### src/rtl/pipe_reg_stage.sv
// Two-entry skid-buffer pipeline register with bubble insertion and flush; optional stall counter under PIPE_STALL_CNT_EN.
// Latency: one cycle from input acceptance to valid_o when the main register is empty.
// Backpressure: ready_o drops only when both entries are held, so the upstream ready has no combinational path from ready_i.
module pipe_reg_stage #(
    parameter int DATA_W = 32,
    parameter int CTRL_W = 8,
    parameter int CNT_W  = 16
) (
    input  logic              clk_i,
    input  logic              rst_i,
    input  logic              flush_i,
    input  logic              valid_i,
    output logic              ready_o,
    input  logic [DATA_W-1:0] data_i,
    input  logic [CTRL_W-1:0] ctrl_i,
    output logic              valid_o,
    input  logic              ready_i,
    output logic [DATA_W-1:0] data_o,
    output logic [CTRL_W-1:0] ctrl_o,
    output logic [1:0]        occupancy_o
`ifdef PIPE_STALL_CNT_EN
    ,
    output logic [CNT_W-1:0]  stall_cnt_o
`endif
);

    // Encoding equals the number of held entries, so occupancy is the state itself.
    typedef enum logic [1:0] {
        EMPTY = 2'd0,
        ONE   = 2'd1,
        FULL  = 2'd2
    } state_t;

    state_t            state_q;
    state_t            state_d;
    logic [DATA_W-1:0] main_data_q;
    logic [CTRL_W-1:0] main_ctrl_q;
    logic [DATA_W-1:0] skid_data_q;
    logic [CTRL_W-1:0] skid_ctrl_q;
    logic              in_xfer;
    logic              out_xfer;
    logic              load_main_in;
    logic              load_main_skid;
    logic              load_skid;

    assign ready_o     = (state_q != FULL) && !rst_i;
    assign valid_o     = (state_q != EMPTY);
    assign in_xfer     = valid_i && ready_o;
    assign out_xfer    = valid_o && ready_i;
    assign occupancy_o = state_q;
    assign data_o      = main_data_q;
    // Control bits are forced to a bubble whenever nothing is presented.
    assign ctrl_o      = valid_o ? main_ctrl_q : '0;

    // Next-state and register-load decisions; flush empties the stage and drops any input.
    always_comb begin
        state_d        = state_q;
        load_main_in   = 1'b0;
        load_main_skid = 1'b0;
        load_skid      = 1'b0;
        if (flush_i) begin
            state_d = EMPTY;
        end else begin
            case (state_q)
                EMPTY: begin
                    if (in_xfer) begin
                        state_d      = ONE;
                        load_main_in = 1'b1;
                    end
                end
                ONE: begin
                    if (in_xfer && !out_xfer) begin
                        state_d   = FULL;
                        load_skid = 1'b1;
                    end else if (in_xfer && out_xfer) begin
                        load_main_in = 1'b1;
                    end else if (out_xfer) begin
                        state_d = EMPTY;
                    end
                end
                FULL: begin
                    if (out_xfer) begin
                        state_d        = ONE;
                        load_main_skid = 1'b1;
                    end
                end
                default: state_d = EMPTY;
            endcase
        end
    end

    // State register; reset overrides flush and every transfer.
    always_ff @(posedge clk_i) begin
        if (rst_i) begin
            state_q <= EMPTY;
        end else begin
            state_q <= state_d;
        end
    end

    // Payload registers; main keeps its last value when the stage drains so data_o stays put.
    always_ff @(posedge clk_i) begin
        if (rst_i) begin
            main_data_q <= '0;
            main_ctrl_q <= '0;
            skid_data_q <= '0;
            skid_ctrl_q <= '0;
        end else begin
            if (load_main_in) begin
                main_data_q <= data_i;
                main_ctrl_q <= ctrl_i;
            end else if (load_main_skid) begin
                main_data_q <= skid_data_q;
                main_ctrl_q <= skid_ctrl_q;
            end
            if (load_skid) begin
                skid_data_q <= data_i;
                skid_ctrl_q <= ctrl_i;
            end
        end
    end

`ifdef PIPE_STALL_CNT_EN
    // Saturating count of cycles the downstream refused a presented entry.
    always_ff @(posedge clk_i) begin
        if (rst_i) begin
            stall_cnt_o <= '0;
        end else if (valid_o && !ready_i && !flush_i && (stall_cnt_o != '1)) begin
            stall_cnt_o <= stall_cnt_o + 1'b1;
        end
    end
`endif

endmodule

### config.mk
export PLATFORM = sky130hd
export DESIGN_NAME = pipe_reg_stage
export DESIGN_NICKNAME = d
export VERILOG_FILES = /design/src/rtl/pipe_reg_stage.sv
export SDC_FILE = /design/constraint.sdc
export NUM_CORES = 1
export LEC_CHECK = 0
export CAP_MARGIN = 10
export CORE_ASPECT_RATIO = 1.5
export CORE_UTILIZATION = 45
export CTS_CLUSTER_DIAMETER = 120
export DETAILED_ROUTE_END_ITERATION = 16
export PLACE_DENSITY = 0.76
export SYNTH_ARGS = -nofsm -noshare
export SYNTH_HDL_FRONTEND = slang
export SYNTH_SLANG_ARGS = --single-unit
### constraint.sdc
create_clock -name clk_i -period 1.5 [get_ports clk_i]
set_input_delay 0.225 -clock clk_i [delete_from_list [all_inputs] [get_ports clk_i]]
set_output_delay 0.225 -clock clk_i [all_outputs]
set_load 0.01 [all_outputs]
### Word level (Yosys, flattened, before mapping)

Index checks and enable logic that the tools add are counted.

* bits in registers: 82
* input bits: 45
* word-level logic and storage cells: 46

* equal/unequal tests: 7
* muxes and demuxes: 22
* reductions and logical operators: 12

Operators by type and width (count)
* $mux 32: 2
* $mux 8: 3
* $mux 1: 10
* $mux 2: 5
* $ne 2x2->1 const B: 3
* $ne 3x3->1 const B: 2
* $pmux 2 s3: 1
* $logic_and 1x1->1: 5
* $reduce_and 4->1: 1
* $reduce_bool 2->1: 2
* $eq 2x1->1 const B: 1
* $eq 2x2->1 const B: 1
* $logic_not 1->1: 2
* $logic_not 2->1: 1
* $pmux 1 s2: 1
* $reduce_or 2->1: 1

### Longest topological paths before layout

Gate-level depths: netlist (run 1).

* depth after elaboration: 9
* gate-level depth with buffers: 6
* mapped depth without buffers: 3

### Worst setup path after synthesis (run 1)

OpenSTA, ideal clock, no wires.

* path kind: register -> register
* start: reg state_q[1], in the netlist occupancy_o[1]
* end: reg main_data_q[0], in the netlist data_o[0]
* library setup time: 142 ps
* arrival time: 1440 ps
* path slack: -82 ps
* stages on the path, launching flop included: 7
* path buffers: 3
* clock period less this slack: 1582 ps
* cell sequence: dfxtp_1 buf_6 or4b_1 buf_6 buf_6 nor3_2 a311oi_1

* longest elaborated chain between the ends: 9
* elaborated cells on any way between the ends: 21

RTL lines
* start: declaration: line 34 `state_t state_q;`
* start signal: assignment: line 97 `state_q <= state_d;`
* $ne 2x2->1: line 46 `assign ready_o = (state_q != FULL) && !rst_i;`
* $logic_and 1x1->1: line 46
* $logic_and 1x1->1: line 48 `assign in_xfer = valid_i && ready_o;`
* $logic_and 1x1->1: line 75 `end else if (in_xfer && out_xfer) begin`
* $mux 1: line 75
* $mux 1: line 72 `if (in_xfer && !out_xfer) begin`
* $pmux 1 s2: line 64 `case (state_q)`
* $mux 1: line 61 `if (flush_i) begin`
* $mux 32 or $reduce_bool 2->1 (tied branches)
* end signal: assignment: line 110 `main_data_q <= data_i;`
* end signal: assignment: line 113 `main_data_q <= skid_data_q;`
* end: declaration: line 36 `logic [DATA_W-1:0] main_data_q;`

Several ways; a longest one is shown, not always the timed one.
A chain may end at the register's enable or synchronous reset.

### Worst setup path in the final report (run 1)

* start: reg state_q[1], in the netlist occupancy_o[1]
* end: reg main_data_q[26], in the netlist data_o[26]

The elaborated chain is that of the path after synthesis.

==> results.txt, run 1 <==
status -> complete, but fails checks
failing checks -> setup timing
Die Width -> 76.6 um
RR Startpoint -> occupancy_o[1]
CTS sink count -> 82
total number of vias -> 4052
most frequent cells in the layout -> nand2_1 (81), dfxtp_1 (80), clkdlybuf4s50_1 (72)
Synth Instances -> 439
Congestion Overflow GR -> 0
static leakage -> 0.00199 uW
Power Dens Cells -> 963 nW/um2
Mapped Nets -> 484
pre-CTS worst setup slack -> -0.361 ns
H-tree depth -> 3
Worst Skew -> 0.00642 ns
Yosys cell types -> 22
Min Clock Period, post-route -> 1.73 ns
share of cells above drive strength 1 -> 0.303
wire length per cell -> 20.3 um
TritonCTS clock tree -> built
Max clock buf depth -> 2
clock root buffer master -> clkbuf_16
Pint -> 4390 uW
ANT cells -> 0
Final nets -> 586
Critical-path top delay cell -> a311oi_2
DRT Pass-1 Iters -> 5
Max Cap Viol -> 0
met1 Use GR -> 0.299
CP required -> 1.73 ns
Die Height -> 114 um
largest net degree at the start of global routing -> 73
Ys Warns -> 0
Net Sw Power -> 1310 uW
most common cell after layout, fill and taps aside -> nand2_1
met3 Track Usage GR -> 0.0560
sequential share of power -> 0.400
Slew Viols, Final -> 0
Vias/cell -> 6.23
critical path endpoint category -> flip-flop
Hold Crit Class -> in -> reg
Yosys top cell area share -> 0.437
actual slew at the worst max-slew pin -> 0.796 ns
Hold Path Depth -> 4
Post-Syn Area -> 3760 um2
Reg2Reg Depth -> 7
initial antenna violation count -> 0
CP dominant cell by count -> buf_6
Area Growth Syn to Fin -> 57.4%
setup ws final -> -0.234 ns
CP Launch Type -> flip-flop
r2r endpoint -> data_o[26]
Clk pwr share -> 0.467
core box area -> 8060 um2
# port buffers -> 88
DRT antenna net count -> 0
critical path arrival -> 1.96 ns
min-delay src -> rst_i
Reg area -> 1650 um2
Reg2Reg Setup Slack -> -0.23 ns
CTS Buf Count -> 9
die area -> 8720 um2
initial core utilization -> 0.466
multi-input logic area -> 2220 um2
final setup fails -> 82
First DRT Iteration DRCs -> 363
first-pass GRT wire length -> 19.6 mm
Final Power -> 5690 uW
Yosys top cell by area -> dfxtp_1
relative slew slack -> 0.469
Post-Route WL -> 13.2 mm
Synth area leaders -> dfxtp_1 (44%), nor3_2 (11%), a311oi_1 (9.3%)
VDD IR max -> 0.000757 V
Fmax -> 577 MHz
Rows -> 40
final routed DRC violation total -> 0
busiest grt layer -> met2
Seq/Total Area, Yosys -> 0.437
Final Hold Viols -> 0
Gate power share -> 0.133
IO Count -> 89
Worst-Skew Late Latency -> 0.35 ns
RSZ-0062 raised after global routing -> true
M2 GR Usage -> 0.527
setup TNS -> -12.29 ns
Sw Ratio -> 0.229
hold path endpoint -> skid_data_q[15]
synthesized area per cell -> 8.56 um2
fin crit share -> 1.16
vias in the first global route -> 3988
Total Routing Usage GR -> 0.291
CP cell instances -> buf_6 > buf_6 > buf_6 > and4bb_4 > buf_6 > nand2_1 > a311oi_2
Seq cells post-synth -> 82
critical path peak fanout -> 11
Placer Congestion -> 0.780
CP max stage delay -> 0.37 ns
crit path kind -> reg -> reg
clk slew on worst S/H paths -> 0.06 ns
Layout fillers -> 539
post-DP HPWL -> 6.30 mm
state kept, by name (all words and copies together), names as in the netlist:
register / cells
data_o: 32
skid_data_q: 32
main_ctrl_q: 8
skid_ctrl_q: 8
occupancy_o: 2
per-layer routing:
layer,routed length (um),vias up
met3,907,74
met1,4670,1937
met5,0,-
li1,-,1807
met2,6800,234
met4,802,0
Yosys cell counts, drive strengths merged:
library cell and number:
dfxtp 82, nand2 82, a21oi 42, a311oi 40, nand3 40, nor3 40, o21ai 40, clkbuf 33
buf 15, nor2b 11, nor2 4, and4bb 1, inv 1, mux2i 1, nand2b 1, nand4bb 1
nor4 1, nor4b 1, o21a 1, or3b 1, or4b 1
cells by family (layout without fill, tap and decap cells):
logic type / after synthesis / in the layout / share of synthesized area
AO/OA/AOI/OAI: 123 / 123 / 0.205
buffers and inverters: 49 / 154 / 0.0706
flip-flops: 82 / 82 / 0.437
multiplexers: 1 / 1 / 0.00266
AND/OR/NAND/NOR: 184 / 185 / 0.285
power groups by stage:
stage | Clock [uW] | Combinational [uW] | Sequential, uW
after floorplan | 0 | 240 | 2340
final | 2660 | 755 | 2280
after global routing | 2760 | 789 | 2280
after global placement | 0 | 578 | 2320
after CTS | 2660 | 698 | 2280
after detailed placement | 0 | 585 | 2320
timing repair:
item	in CTS	in global routing
hold endpoints to repair	0	0
buffers inserted	10	5
resized for setup	89	60
gates cloned	11	1
endpoints found under the setup margin	91	92
hold buffers	0	0
pin swaps	36	16
area by class of cell:
type | instances | share of cell area
clock buffer | 9 | 0.0381
sequential | 82 | 0.279
timing repair buffer | 138 | 0.262
inverter | 1 | 0.000635
clock inverter | 6 | 0.0220
multi-input combinational | 309 | 0.376
tap | 105 | 0.0222
how the worst max path moves through the flow:
stage | from | endpoint | slack [ns] | cells past startpoint
after detailed placement | flush_i | skid_data_q[28] | -0.36 | 5
after floorplan | occupancy_o[1] | data_o[0] | -0.01 | 6
after CTS | occupancy_o[1] | skid_data_q[11] | -0.18 | 6
after global placement | flush_i | skid_data_q[31] | -0.30 | 5
after global routing | occupancy_o[1] | data_o[22] | -0.27 | 6
final | occupancy_o[1] | data_o[26] | -0.23 | 7
worst max-delay path: cells and delay by family (launching register included):
kind	cells	cell delay [ns]
buffers and inverters	4	0.48
AOI/OAI and AO/OA	1	0.37
DFF	1	0.36
and+or+nand+nor	2	0.40
metrics by stage:
step	hold WS (ns)	instance area [um2]	util	cells
floorplan	0.296	3760	-	439
global placement	0.463	4790	0.595	612
detailed placement	0.470	4790	0.595	612
CTS	0.376	5700	0.707	647
global route	0.430	5910	0.734	650
finish	0.410	5910	0.734	650
Power figures use the tool's default switching activity.
==> run 2: changes to the inputs <==
--- a/config.mk
+++ b/config.mk
@@ -11,5 +11,7 @@
 export CTS_CLUSTER_DIAMETER = 120
 export DETAILED_ROUTE_END_ITERATION = 16
+export MAX_ROUTING_LAYER = met4
 export PLACE_DENSITY = 0.76
+export SETUP_SLACK_MARGIN = 0.3
 export SYNTH_ARGS = -nofsm -noshare
 export SYNTH_HDL_FRONTEND = slang
==> constraint.sdc (replaced) <==
create_clock -name clk_i -period 1.5 [get_ports clk_i]
set_input_delay 0.375 -clock clk_i [delete_from_list [all_inputs] [get_ports clk_i]]
set_output_delay 0.375 -clock clk_i [all_outputs]
set_load 0.01 [all_outputs]
==> results.txt, run 2 (synthesis results as in run 1) <==
status -> complete, but fails checks (unchanged)
failing checks -> setup timing (unchanged)
Critical-path top delay cell -> or4b_4 (was a311oi_2)
worst hold slack -> 0.466 ns (was 0.410 ns)
actual slew at the worst max-slew pin -> 0.618 ns (was 0.796 ns)
DRT Pass-1 Iters -> 5 (unchanged)
Congestion Overflow GR -> 0 (unchanged)
setup ws final -> -0.225 ns (was -0.234 ns)
Area Growth Syn to Fin -> 50.0% (was 57.4%)
Max Cap Viol -> 0 (unchanged)
Min Clock Period, post-route -> 1.72 ns (was 1.73 ns)
setup TNS -> -10.63 ns (was -12.29 ns)
vias in the first global route -> 3736 (was 3988)
Post-Route WL -> 12.0 mm (was 13.2 mm)
Max clock buf depth -> 2 (unchanged)
Fmax -> 580 MHz (was 577 MHz)
Total Routing Usage GR -> 0.274 (was 0.291)
Rows -> 40 (unchanged)
final setup fails -> 87 (was 82)
wire length per cell -> 18.5 um (was 20.3 um)
critical path endpoint category -> flip-flop (unchanged)
Worst Skew -> 0.00388 ns (was 0.00642 ns)
static leakage -> 0.00200 uW (was 0.00199 uW)
die area -> 8720 um2 (unchanged)
Reg2Reg Depth -> 5 (was 7)
IO Count -> 89 (unchanged)
post-DP HPWL -> 6.67 mm (was 6.30 mm)
Final Hold Viols -> 0 (unchanged)
final routed DRC violation total -> 0 (unchanged)
VDD IR max -> 0.000693 V (was 0.000757 V)
Hold Crit Class -> reg -> reg (was in -> reg)
CTS Buf Count -> 9 (unchanged)
Power Dens Cells -> 906 nW/um2 (was 963 nW/um2)
largest net degree at the start of global routing -> 55 (was 73)
pre-CTS worst setup slack -> -0.580 ns (was -0.361 ns)
Final nets -> 587 (was 586)
initial antenna violation count -> 0 (unchanged)
CP required -> 1.69 ns (was 1.73 ns)
First DRT Iteration DRCs -> 309 (was 363)
CP cell instances -> buf_8 > or4b_4 > clkbuf_16 > o21ai_1 > a21oi_1 (was buf_6 > buf_6 > buf_6 > and4bb_4 > buf_6 > nand2_1 > a311oi_2)
hold_buf cts -> 0 (unchanged)
first-pass GRT wire length -> 18.4 mm (was 19.6 mm)
CP Launch Type -> flip-flop (unchanged)
Slew Viols, Final -> 0 (unchanged)
fin crit share -> 1.15 (was 1.16)
Die Height -> 114 um (unchanged)
CTS sink count -> 82 (unchanged)
clk slew on worst S/H paths -> 0.06 ns (about the same)
critical path arrival -> 1.92 ns (was 1.96 ns)
Vias/cell -> 5.97 (was 6.23)
clock root buffer master -> clkbuf_16 (unchanged)
post-layout util -> 0.699 (was 0.734)
share of cells above drive strength 1 -> 0.412 (was 0.303)
Worst-Skew Late Latency -> 0.34 ns (was 0.35 ns)
total number of vias -> 3885 (was 4052)
Hold Path Depth -> 2 (was 4)
# port buffers -> 88 (unchanged)
ANT cells -> 0 (unchanged)
TritonCTS clock tree -> built (unchanged)
initial core utilization -> 0.466 (unchanged)
CP max stage delay -> 0.57 ns (was 0.37 ns)
RSZ-0062 raised after global routing -> true (unchanged)
relative slew slack -> 0.588 (was 0.469)
crit path kind -> reg -> reg (unchanged)
H-tree depth -> 3 (unchanged)
core box area -> 8060 um2 (unchanged)
most common cell after layout, fill and taps aside -> nand2_1 (unchanged)
Placer Congestion -> 0.796 (was 0.780)
critical path peak fanout -> 16 (was 11)
DRT antenna net count -> 0 (unchanged)
most frequent cells in the layout -> nand2_1 (81), dfxtp_1 (62), buf_2 (41) (was nand2_1 (81), dfxtp_1 (80), clkdlybuf4s50_1 (72))
Die Width -> 76.6 um (unchanged)
[run 2: routing by layer]
layer / GRT usage / wire length [um] / vias to the layer above
li1: - / - / 1797
met1: 0.306 / 4590 / 1888
met2: 0.476 / 6290 / 164
met3: 0.0576 / 664 / 36
met4: 0.109 / 482 / 0
met5: - / 0 / -
[run 2: power breakdown]
| group | switching [uW] | internal [uW] | leakage (uW) |
|---|---|---|---|
| Sequential | 35.6 | 2240 | 0.000675 |
| Clock | 844 | 1290 | 0.000147 |
| Combinational | 362 | 335 | 0.00118 |
[run 2: area by class of cell]
| class | count | area [um2] |
|---|---|---|
| fill | 589 | 2420 |
| multi-input combinational | 309 | 2150 |
| sequential | 82 | 1670 |
| timing repair buffer | 139 | 1390 |
| clock buffer | 13 | 280 |
| tap | 105 | 131 |
| clock inverter | 2 | 10.0 |
| inverter | 1 | 3.75 |
[run 2: critical path, delay by kind of cell, from the launching register on]
family / cells / cell delay, ns
and+or+nand+nor: 1 / 0.57
AOI/OAI and AO/OA: 2 / 0.27
buffers and inverters: 2 / 0.36
DFF: 1 / 0.37
[run 2: worst paths after layout]
kind / end / startpoint / slack [ns]
setup / recovery: skid_data_q[23] / occupancy_o[1] / -0.22
hold / removal: skid_ctrl_q[5] / skid_ctrl_q[5] / 0.47
setup reg to reg: skid_data_q[23] / occupancy_o[1] / -0.22
hold reg to reg: skid_ctrl_q[5] / skid_ctrl_q[5] / 0.47
[run 2: through the flow]
| stage | area, um2 | std cells | total power (uW) |
|---|---|---|---|
| 4_1_cts | 5320 | 646 | 5050 |
| 3_5_place_dp | 4880 | 614 | 2930 |
| 5_1_grt | 5640 | 651 | 5260 |
| 6_report | 5640 | 651 | 5110 |
| 3_3_place_gp | 4880 | 614 | 2920 |
| 2_1_floorplan | 3780 | 439 | 2590 |
[run 2: what timing repair did]
| item | 4_1_cts | 5_1_grt |
|---|---|---|
| gates cloned | 3 | 3 |
| endpoints found under the setup margin | 126 | 104 |
| pin swaps | 9 | 12 |
| buffers inserted | 14 | 2 |
| gates resized for setup | 226 | 52 |
==> run 3: changes to the inputs <==
Settings changed: ABC_CLOCK_PERIOD_IN_PS set to 1500, CORE_UTILIZATION 45 to 57, DONT_BUFFER_PORTS set to 1, PLACE_DENSITY 0.76 to 0.75.
==> results.txt, run 3 (synthesis results as in run 1) <==
status -> complete, but fails checks (unchanged)
failing checks -> setup timing (unchanged)
CTS Buf Count -> 9 (unchanged)
Total Routing Usage GR -> 0.271 (was 0.274)
static leakage -> 0.00144 uW (was 0.00200 uW)
Placer Congestion -> 0.784 (was 0.796)
initial antenna violation count -> 0 (unchanged)
relative slew slack -> 0.722 (was 0.588)
Fmax -> 605 MHz (was 580 MHz)
Worst Skew -> 0.00799 ns (was 0.00388 ns)
Slew Viols, Final -> 0 (unchanged)
Die Width -> 68.3 um (was 76.6 um)
largest net degree at the start of global routing -> 86 (was 55)
sequential share of power -> 0.565 (was 0.446)
Critical-path top delay cell -> or4b_4 (unchanged)
most common cell after layout, fill and taps aside -> nand2_1 (unchanged)
setup TNS -> -7.24 ns (was -10.63 ns)
pre-CTS worst setup slack -> -0.0332 ns (was -0.580 ns)
Area Growth Syn to Fin -> 29.3% (was 50.0%)
Final Hold Viols -> 0 (unchanged)
RSZ-0062 raised after global routing -> true (unchanged)
final routed DRC violation total -> 0 (unchanged)
Final nets -> 486 (was 587)
Sw Ratio -> 0.259 (was 0.243)
fin cells -> 519 (was 651)
post-layout util -> 0.776 (was 0.699)
Worst-Skew Late Latency -> 0.35 ns (was 0.34 ns)
Hold Crit Class -> in -> reg (was reg -> reg)
H-tree depth -> 3 (unchanged)
critical path peak fanout -> 8 (was 16)
total number of vias -> 3485 (was 3885)
Max clock buf depth -> 2 (unchanged)
actual slew at the worst max-slew pin -> 0.417 ns (was 0.618 ns)
die area -> 6920 um2 (was 8720 um2)
final setup fails -> 89 (was 87)
DRT Pass-1 Iters -> 5 (unchanged)
CP max stage delay -> 0.62 ns (was 0.57 ns)
CP required -> 1.72 ns (was 1.69 ns)
setup ws final -> -0.153 ns (was -0.225 ns)
fin crit share -> 1.10 (was 1.15)
Rows -> 35 (was 40)
Gate power share -> 0.107 (was 0.136)
CP Launch Type -> flip-flop (unchanged)
most frequent cells in the layout -> nand2_1 (81), dfxtp_1 (80), nand3_1 (40) (was nand2_1 (81), dfxtp_1 (62), buf_2 (41))
TritonCTS clock tree -> built (unchanged)
VDD IR max -> 0.000522 V (was 0.000693 V)
DP Cell Count -> 484 (was 614)
clk slew on worst S/H paths -> 0.07 ns (was 0.06 ns)
Max Cap Viol -> 0 (unchanged)
Die Height -> 101 um (was 114 um)
# port buffers -> 0 (was 88)
hold_buf cts -> 0 (unchanged)
Net Sw Power -> 1060 uW (was 1240 uW)
Pint -> 3020 uW (was 3870 uW)
DRT antenna net count -> 0 (unchanged)
core box area -> 6260 um2 (was 8060 um2)
First DRT Iteration DRCs -> 185 (was 309)
clock root buffer master -> clkbuf_8 (was clkbuf_16)
post-DP HPWL -> 5.62 mm (was 6.67 mm)
Clk pwr share -> 0.328 (was 0.417)
Min Clock Period, post-route -> 1.65 ns (was 1.72 ns)
first-pass GRT wire length -> 13.8 mm (was 18.4 mm)
share of cells above drive strength 1 -> 0.364 (was 0.412)
ANT cells -> 0 (unchanged)
IO Count -> 89 (unchanged)
critical path arrival -> 1.88 ns (was 1.92 ns)
Vias/cell -> 6.71 (was 5.97)
initial core utilization -> 0.600 (was 0.466)
CTS sink count -> 82 (unchanged)
CP cell instances -> buf_6 > or4b_4 > clkbuf_16 > nor3_4 > a311oi_1 (was buf_8 > or4b_4 > clkbuf_16 > o21ai_1 > a21oi_1)
Congestion Overflow GR -> 0 (unchanged)
vias in the first global route -> 3018 (was 3736)
critical path endpoint category -> flip-flop (unchanged)
wire length per cell -> 21.1 um (was 18.5 um)
Power Dens Cells -> 838 nW/um2 (was 906 nW/um2)
crit path kind -> reg -> reg (unchanged)
worst hold slack -> 0.0782 ns (was 0.466 ns)
Post-Route WL -> 10.9 mm (was 12.0 mm)
==> run 3: layout make-up <==
cell class,count,area [um2]
fill,381,1410
tap,74,92.6
timing repair buffer,37,591
clock inverter,4,20.0
clock buffer,11,131
multi-input combinational,310,2370
sequential,82,1650
inverter,1,3.75
==> run 3: timing repair <==
action                     in CTS  in global routing
buffers inserted                3                  3
pin swaps                       1                 47
hold endpoints to repair        0                  0
setup endpoints to repair      94                 93
cloned                          1                 13
resized for setup              29                 94
==> run 3: critical path, delay by kind of cell (launching register included) <==
| kind | cells | cell delay (ns) |
|---|---|---|
| buf+inv | 2 | 0.36 |
| flops | 1 | 0.36 |
| simple gates | 2 | 0.74 |
| compound gates | 1 | 0.07 |
==> run 3: final timing paths <==
kind	start	end	slack (ns)	cells after the start
setup / recovery	occupancy_o[1]	data_o[29]	-0.15	5
hold / removal	rst_i	skid_data_q[29]	0.08	1
setup reg to reg	occupancy_o[1]	data_o[29]	-0.15	5
hold reg to reg	skid_data_q[26]	skid_data_q[26]	0.46	2
==> run 3: power groups by stage <==
| stage | logic [uW] | clock network (uW) | registers (uW) |
|---|---|---|---|
| after CTS | 300 | 1350 | 2300 |
| after global placement | 265 | 0 | 2350 |
| after detailed placement | 271 | 0 | 2350 |
| final | 436 | 1330 | 2300 |
| after floorplan | 244 | 0 | 2340 |
| after global routing | 460 | 1430 | 2310 |
==> run 3: stage by stage <==
stage               power, uW  area [um2]
floorplan                2590        3780
global placement         2620        3870
detailed placement       2620        3870
CTS                      3950        4150
global route             4200        4860
finish                   4070        4860
==> run 3: metal layers <==
| metal | track usage | share of wire |
|---|---|---|
| met5 | - | 0 |
| met4 | 0.114 | 0.028 |
| met3 | 0.0664 | 0.066 |
| met2 | 0.450 | 0.54 |
| met1 | 0.301 | 0.36 |
